--- config.mk ---
export PLATFORM = sky130hd
export DESIGN_NAME = pc_fetch_ctrl_flat
export DESIGN_NICKNAME = d
export VERILOG_FILES = /design/src/rtl/pc_fetch_ctrl_if.sv /design/src/rtl/pc_fetch_ctrl.sv /design/src/flat_wrapper.sv
export SDC_FILE = /design/constraint.sdc
export NUM_CORES = 1
export LEC_CHECK = 0
export BUFFER_PORTS_ARGS = -buffer_cell sky130_fd_sc_hd__buf_4
export CORE_ASPECT_RATIO = 1.75
export CORE_MARGIN = 2
export CORE_UTILIZATION = 55
export DETAILED_ROUTE_END_ITERATION = 10
export GPL_TIMING_DRIVEN = 0
export PLACE_DENSITY_LB_ADDON = 0.15
export SKIP_CTS_REPAIR_TIMING = 1
export SYNTH_ARGS = -nofsm -noshare
export SYNTH_HDL_FRONTEND = slang
export SYNTH_SLANG_ARGS = --single-unit
--- constraint.sdc ---
create_clock -name clk -period 4.1 [get_ports clk]
set_input_delay 0.205 -clock clk [delete_from_list [all_inputs] [get_ports clk]]
set_output_delay 0.205 -clock clk [all_outputs]
set_load 0.02 [all_outputs]
--- src/rtl/pc_fetch_ctrl_if.sv ---
// Fetch-control bus: redirect sources from D/M stages and fetch-side outputs.
// The master drives the pipeline inputs and the slave is the fetch controller.
interface pc_fetch_ctrl_if;
    logic        stallF;
    logic        pred_takeD;
    logic [31:0] branch_targetD;
    logic        branchM;
    logic        pred_takeM;
    logic        actual_takeM;
    logic [31:0] branch_targetM;
    logic [31:0] pcM;
    logic        exceptM;
    logic [31:0] pcF;
    logic        inst_sram_en;
    logic [31:0] inst_sram_addr;
    logic        flushD;
    logic        flushE;
    logic        pc_adelF;
    logic        mispredM;

    modport master (
        output stallF, pred_takeD, branch_targetD, branchM, pred_takeM, actual_takeM,
               branch_targetM, pcM, exceptM,
        input  pcF, inst_sram_en, inst_sram_addr, flushD, flushE, pc_adelF, mispredM
    );

    modport slave (
        input  stallF, pred_takeD, branch_targetD, branchM, pred_takeM, actual_takeM,
               branch_targetM, pcM, exceptM,
        output pcF, inst_sram_en, inst_sram_addr, flushD, flushE, pc_adelF, mispredM
    );
endinterface

--- src/rtl/pc_fetch_ctrl.sv ---
// Fetch PC generator: next-PC priority mux plus a two-state FSM that parks
// exception/mispredict redirects arriving while fetch is stalled.
module pc_fetch_ctrl #(
    parameter logic [31:0] RESET_PC = 32'hBFC00000,
    parameter logic [31:0] EXC_VEC  = 32'hBFC00380
) (
    input logic             clk,
    input logic             rst,
    pc_fetch_ctrl_if.slave  bus
);

    localparam logic [0:0] ST_NORMAL = 1'b0;
    localparam logic [0:0] ST_HOLD   = 1'b1;

    logic [0:0]  state_q, state_d;
    logic [31:0] pc_q, pc_d;
    logic [31:0] pend_pc_q, pend_pc_d;
    logic        pend_exc_q, pend_exc_d;

    logic        mispred;
    logic [31:0] correct_pc;
    logic [31:0] next_pc;

    always_comb begin
        mispred    = bus.branchM & (bus.pred_takeM ^ bus.actual_takeM);
        correct_pc = bus.actual_takeM ? bus.branch_targetM : (bus.pcM + 32'd8);

        if (bus.exceptM) begin
            next_pc = EXC_VEC;
        end else if (mispred) begin
            next_pc = correct_pc;
        end else if (state_q == ST_HOLD) begin
            next_pc = pend_pc_q;
        end else if (bus.pred_takeD) begin
            next_pc = bus.branch_targetD;
        end else begin
            next_pc = pc_q + 32'd4;
        end

        pc_d = bus.stallF ? pc_q : next_pc;
    end

    always_comb begin
        state_d    = state_q;
        pend_pc_d  = pend_pc_q;
        pend_exc_d = pend_exc_q;
        case (state_q)
            ST_NORMAL: begin
                if (bus.stallF && (bus.exceptM || mispred)) begin
                    state_d    = ST_HOLD;
                    pend_pc_d  = bus.exceptM ? EXC_VEC : correct_pc;
                    pend_exc_d = bus.exceptM;
                end
            end
            ST_HOLD: begin
                if (!bus.stallF) begin
                    state_d    = ST_NORMAL;
                    pend_exc_d = 1'b0;
                end else if (bus.exceptM) begin
                    pend_pc_d  = EXC_VEC;
                    pend_exc_d = 1'b1;
                end else if (mispred && !pend_exc_q) begin
                    // A held exception outranks any later mispredict.
                    pend_pc_d = correct_pc;
                end
            end
            default: state_d = ST_NORMAL;
        endcase
    end

    always_ff @(posedge clk or negedge rst) begin
        if (!rst) begin
            state_q    <= ST_NORMAL;
            pc_q       <= RESET_PC;
            pend_pc_q  <= 32'h0;
            pend_exc_q <= 1'b0;
        end else begin
            state_q    <= state_d;
            pc_q       <= pc_d;
            pend_pc_q  <= pend_pc_d;
            pend_exc_q <= pend_exc_d;
        end
    end

    always_comb begin
        bus.pcF            = pc_q;
        bus.inst_sram_addr = pc_q;
        bus.pc_adelF       = (pc_q[1:0] != 2'b00);
        bus.inst_sram_en   = rst & ~bus.pc_adelF;
        bus.mispredM       = mispred;
        // Mispredict keeps the E-stage delay slot; only exceptions kill it.
        bus.flushD         = bus.exceptM | mispred;
        bus.flushE         = bus.exceptM;
    end

endmodule

--- src/flat_wrapper.sv ---
// flat-port wrapper written by rule: the top's interface ports become plain ports
module pc_fetch_ctrl_flat 
#(
    parameter logic [31:0] RESET_PC = 32'hBFC00000,
    parameter logic [31:0] EXC_VEC  = 32'hBFC00380
)
  (clk, rst, bus_stallF, bus_pred_takeD, bus_branch_targetD, bus_branchM, bus_pred_takeM, bus_actual_takeM, bus_branch_targetM, bus_pcM, bus_exceptM, bus_pcF, bus_inst_sram_en, bus_inst_sram_addr, bus_flushD, bus_flushE, bus_pc_adelF, bus_mispredM);
  pc_fetch_ctrl_if bus_i ();
  input logic clk;
  input logic rst;
  input wire logic [$bits(bus_i.stallF)-1:0] bus_stallF;
  input wire logic [$bits(bus_i.pred_takeD)-1:0] bus_pred_takeD;
  input wire logic [$bits(bus_i.branch_targetD)-1:0] bus_branch_targetD;
  input wire logic [$bits(bus_i.branchM)-1:0] bus_branchM;
  input wire logic [$bits(bus_i.pred_takeM)-1:0] bus_pred_takeM;
  input wire logic [$bits(bus_i.actual_takeM)-1:0] bus_actual_takeM;
  input wire logic [$bits(bus_i.branch_targetM)-1:0] bus_branch_targetM;
  input wire logic [$bits(bus_i.pcM)-1:0] bus_pcM;
  input wire logic [$bits(bus_i.exceptM)-1:0] bus_exceptM;
  output wire logic [$bits(bus_i.pcF)-1:0] bus_pcF;
  output wire logic [$bits(bus_i.inst_sram_en)-1:0] bus_inst_sram_en;
  output wire logic [$bits(bus_i.inst_sram_addr)-1:0] bus_inst_sram_addr;
  output wire logic [$bits(bus_i.flushD)-1:0] bus_flushD;
  output wire logic [$bits(bus_i.flushE)-1:0] bus_flushE;
  output wire logic [$bits(bus_i.pc_adelF)-1:0] bus_pc_adelF;
  output wire logic [$bits(bus_i.mispredM)-1:0] bus_mispredM;
  assign bus_i.stallF = bus_stallF;
  assign bus_i.pred_takeD = bus_pred_takeD;
  assign bus_i.branch_targetD = bus_branch_targetD;
  assign bus_i.branchM = bus_branchM;
  assign bus_i.pred_takeM = bus_pred_takeM;
  assign bus_i.actual_takeM = bus_actual_takeM;
  assign bus_i.branch_targetM = bus_branch_targetM;
  assign bus_i.pcM = bus_pcM;
  assign bus_i.exceptM = bus_exceptM;
  assign bus_pcF = bus_i.pcF;
  assign bus_inst_sram_en = bus_i.inst_sram_en;
  assign bus_inst_sram_addr = bus_i.inst_sram_addr;
  assign bus_flushD = bus_i.flushD;
  assign bus_flushE = bus_i.flushE;
  assign bus_pc_adelF = bus_i.pc_adelF;
  assign bus_mispredM = bus_i.mispredM;
  pc_fetch_ctrl #(.RESET_PC(RESET_PC), .EXC_VEC(EXC_VEC)) u_core (.clk(clk), .rst(rst), .bus(bus_i));
endmodule
Yosys cells after proc, flatten, opt, wreduce, memory -nomap -nowiden
Cells that the tools add are included.
Word-level totals
  bits of input ports: 104
  register bits: 66
  word-level logic and storage cells: 41
  output and inout port bits: 69
Cells by class
  multiplexer cells: 18
  $add $sub $neg: 2
  bitwise gates (word level): 6
  reduce and logical (&&, ||, !) cells: 7
  eq/ne operators: 4
Operator list (number)
  2-to-1 mux 32 bit: 10
  one-hot mux 32 bit (2 select lines): 1
  adder 32 x 3 -> 32 bit (second input constant): 1
  adder 32 x 4 -> 32 bit (second input constant): 1
  != test 3 bit (second input constant): 2
  2-to-1 mux 1 bit: 5
  one-hot mux 1 bit (2 select lines): 2
  AND reduction 3 bit: 1
  AND 1 bit: 2
  logical AND 1 bit: 2
  != test 2 x 1 -> 1 bit (second input constant): 1
  != test 2 bit (second input constant): 1
  NOT 1 bit: 2
  AND reduction 2 bit: 1
  nonzero test 2 bit: 1
  logical NOT 1 bit: 1
  logical OR 1 bit: 1
  bitwise OR 1 bit: 1
  XOR 1 bit: 1

Logic depth before layout (Yosys ltp)
  depth in word-level cells: 7
  gate-level depth with buffers: 9

Worst setup path before layout
No wires, ideal clock.
  path kind: flip-flop to flip-flop
  from: register u_core.pc_q[2] (netlist: u_core.bus.inst_sram_addr[2])
  to: register u_core.pc_q[30] (netlist: u_core.bus.inst_sram_addr[30])
  data required time: 4010 ps
  period minus slack after synthesis: 2082 ps
  buffers on the path: 1
  setup time: 90 ps
  cell stages (with the launch flop): 9
  arrival: 1991 ps
  path slack: 2018 ps
  path through: dfrtp_1 > ha_1 > nand4_2 > and4bb_1 > buf_4 > nand4_1 > o41ai_2 > o311ai_1 > o221ai_1
Between the ends
  longest elaborated chain between the ends: 5
Ends and longest elaborated chain
  start, declared: RTL line pc_fetch_ctrl.sv:16  | logic [31:0] pc_q, pc_d;
  start signal, assigned: RTL line pc_fetch_ctrl.sv:79  | pc_q <= pc_d;
  adder 32 x 3 -> 32 bit: RTL line pc_fetch_ctrl.sv:37  | next_pc = pc_q + 32'd4;
  2-to-1 mux 32 bit: RTL line pc_fetch_ctrl.sv:34  | end else if (bus.pred_takeD) begin
  2-to-1 mux 32 bit: RTL line pc_fetch_ctrl.sv:32  | end else if (state_q == ST_HOLD) begin
  2-to-1 mux 32 bit: RTL line pc_fetch_ctrl.sv:30  | end else if (mispred) begin
  2-to-1 mux 32 bit: RTL line pc_fetch_ctrl.sv:28  | if (bus.exceptM) begin
No other way between the ends.
A chain may end at the register's enable or synchronous reset.

Worst setup path in the final report
  from: register u_core.pc_q[7] (netlist: u_core.bus.inst_sram_addr[7])
  to: register u_core.pc_q[17] (netlist: u_core.bus.inst_sram_addr[17])
The elaborated chain is that of the path after synthesis.

==> results.md <==
- RSZ-0062 raised after global routing: no
- Kind of critical path: reg2reg
- Antenna Cells: 0
- Max incr delay on CP: 0.55 ns
- Max-cap violations: 0
- Die X-Extent: around 76 um
- EDFF count, synth: 0
- F_max: between 400 and 500 MHz
- Worst VDD drop: around 320 uV
- Synth area leader: dfrtp_1
- Core box area: about 9000 um^2
- Register area share after synthesis: 33.0%
- WP data required: 4.30 ns
- CTS tree: done
- Final setup fails: 0
- CP max-delay cell: nor4_1
- Skew final: 0.00561 ns
- Yosys Warn Count: 0
- Most common cell after layout, fill and taps aside: buf_4
- Setup TNS: 0 ns
- Pwr/cell area: between 300 and 400 nW/um^2
- Main synth FF type: dfrtp_1
- Data arrival time of the critical path: ~2.7 ns
- Antenna violations before repair: 0
- Port Buffers: around 170
- Final hold violation count: 13
- Vias per cell: 6.39
- Synth unique cells: between 60 and 70
- Crit-path most repeated cell: nand3_1
- Placed cell count: roughly 900
- Crit start category: register
- CTS clock-pin slew for the worst setup and hold paths: ~0.060 ns
- Critical Path Fanout Max: 10
- Final #Nets: just under 900
- Total power draw: ~2.5 mW
- Clock period minus worst slack: 2.49 ns
- Post-route setup slack: between 1.5 and 2 ns
- Top cell type's share of synthesized area: 28.3%
- Synth area leaders: dfrtp_1, nand2_1, buf_4, dfstp_2, a21oi_1
- Outcome: finished, violations left
- Inserted Clock Buffers: 9
- Gate count of the mapped netlist: about 610
- Clk Latency, worst-skew pair: between 0.3 and 0.4 ns
- Worst path cell trace: nand3_1, nor4_1, buf_2, nand2_1, xnor2_1, o2111ai_1, nand3_1
- Final worst path period share: between 60% and 70%
- Area growth, synth to finish: 34.9%
- DRT iter0 DRCs: about 700
- Placed cell area: 6490 um^2
- Leak: slightly above 3 nW
- Clock power frac: between 30% and 40%
- Most frequent cells in the layout: buf_4, nand2_1, dfrtp_1
- Max H-tree Level: 3
- Finished Layout Cells: ~900
- TritonCTS Sinks: 66
- DP Worst Slack: roughly 1.8 ns
- Vias in the first global route: approximately 5600
- Sw Ratio: approximately a third
- Async SR Flop Fraction: 100%
- Vias: ~5800
- First-pass GRT wire length: 30.2 mm
- RePlAce Congestion: roughly 0.96
- Switch Pwr: around 0.87 mW
- Clk buf depth: 2
- Syn_area_per_cell: 8.33 um^2
- Failing checks: hold timing
- Drt drc: 0
- Seq cells post-synth: 66
- Syn nets: between 700 and 800
- Worst setup EP type: register
- Hold crit path type: in2async
- Sequential power share: between 30 and 40%
- Worst-margin pin slew: 1.01 ns
- Mapped Area: ~5000 um^2
- Post-layout instance area: just under 7000 um^2
- Ratio of cells with drive above 1 in the final layout: between 30% and 40%
- Die area: between 9000 and 10000 um^2
- Final Max Tran Viols: 0
- Final wirelength: around 20 mm
- Fin util: roughly 76%
- Routed Antenna Nets: 0
- Largest net degree at the start of global routing: 68
- Internal power: roughly 1.6 mW
- Logic pwr share: 32.6%
- Die height: 131 um
- Root Driver: clkbuf_16
- IO Count: 173
- Wirelength per Cell: 22.0 um
- WHS: -0.0284 ns
- Overall Global Routing Usage: roughly two fifths
- Final HPWL DP: between 15 and 20 mm
- GRT overflow: 0
- Row count: between 40 and 50
- TritonRoute pass-1 iters: 6
- Slew margin rel.: about 33%
- Starting density of the core: between 50 and 60%
[synthesized netlist by cell type, types with 2 or more instances]
cell and instances:
nand2_1 71, dfrtp_1 57, a21oi_1 45, nor2_1 43, buf_4 35, o21ai_0 31
clkbuf_1 28, nand3_1 27, xnor2_1 22, xor2_1 22, mux2i_1 21, inv_1 15
nand4_1 10, a221oi_1 9, and4_1 9, dfstp_2 9, o31ai_1 9, and3_1 8
o211ai_1 8, o221ai_1 8, a221o_1 7, nand2b_1 7, nor3_1 7, a22o_1 6
a22oi_1 6, buf_2 6, nor4_1 6, o22ai_1 6, a31oi_1 5, o21a_1 5
and2_1 4, o311ai_0 4, a32o_1 3, buf_1 3, o21ai_1 3, o22a_1 3
o31a_1 3, or2_2 3, ha_1 2, nand4_2 2, nand4_4 2, nor2b_1 2
o41ai_1 2
[path summary, 6_finish.rpt]
| path | end | cells past startpoint | start | slack, ns |
|---|---|---|---|---|
| max | u_core.bus.inst_sram_addr[17] | 7 | u_core.bus.inst_sram_addr[7] | 1.61 |
| min | u_core.pend_pc_q[0] | 1 | rst | -0.03 |
| max in group asynchronous | u_core.pend_pc_q[22] | 1 | rst | 3.54 |
| max reg2reg | u_core.bus.inst_sram_addr[17] | 7 | u_core.bus.inst_sram_addr[7] | 1.61 |
| min in group clk | u_core.pend_pc_q[20] | 3 | bus_branch_targetM[20] | 0.20 |
| min reg2reg | u_core.pend_pc_q[4] | 2 | u_core.pend_pc_q[4] | 0.48 |
[cell families (layout without fill, tap and decap cells)]
group	Yosys count	after routing	share of synthesized area, %
AND/OR/NAND/NOR	207	207	20.9
XOR/XNOR	44	44	7.64
buffers and inverters	89	277	9.52
multiplexers	21	21	4.17
AO/OA/AOI/OAI	177	177	24.4
flip-flops	66	66	33.0
adder cells (fa/ha/maj)	2	2	0.496
[flip-flops by register name, indices dropped and copies added, names as in the netlist]
name,flops
u_core.bus.inst_sram_addr,32
u_core.pend_exc_q,1
u_core.pend_pc_q,32
u_core.state_q,1
[power groups by stage]
stage                     Combinational [mW]  Clock, mW  Sequential (mW)
after floorplan                        0.404          0            0.886
after global placement                 0.789          0            0.857
after detailed placement               0.806          0            0.864
after CTS                              0.810      0.831            0.855
after global routing                   0.866      0.870            0.869
final                                  0.822      0.839            0.860
[critical path, delay by kind of cell (launching register included)]
kind / cells / cell delay (ns)
AO/OA/AOI/OAI: 1 / 0.38
XOR/XNOR: 1 / 0.13
buffers and inverters: 1 / 0.34
flip-flops: 1 / 0.50
AND/OR/NAND/NOR: 4 / 1.01
[per-layer routing]
layer / up-vias / part of all wire [%] / GRT usage, %
met5: - / 0 / 0
met4: 0 / 9.1 / 34.0
met2: 427 / 50 / 68.1
met3: 121 / 8.7 / 8.86
met1: 2725 / 33 / 40.8
li1: 2566 / - / -
[cell type report]
cell class / count / area, um^2
Multi-Input combinational cell: 451 / 2900
Fill cell: 723 / 2170
Sequential cell: 66 / 1660
Timing Repair Buffer: 172 / 1290
Buffer: 73 / 420
Clock buffer: 9 / 225
Tap cell: 120 / 150
Clock inverter: 7 / 93.8
Inverter: 16 / 60.1
Power figures use the tool's default switching activity.
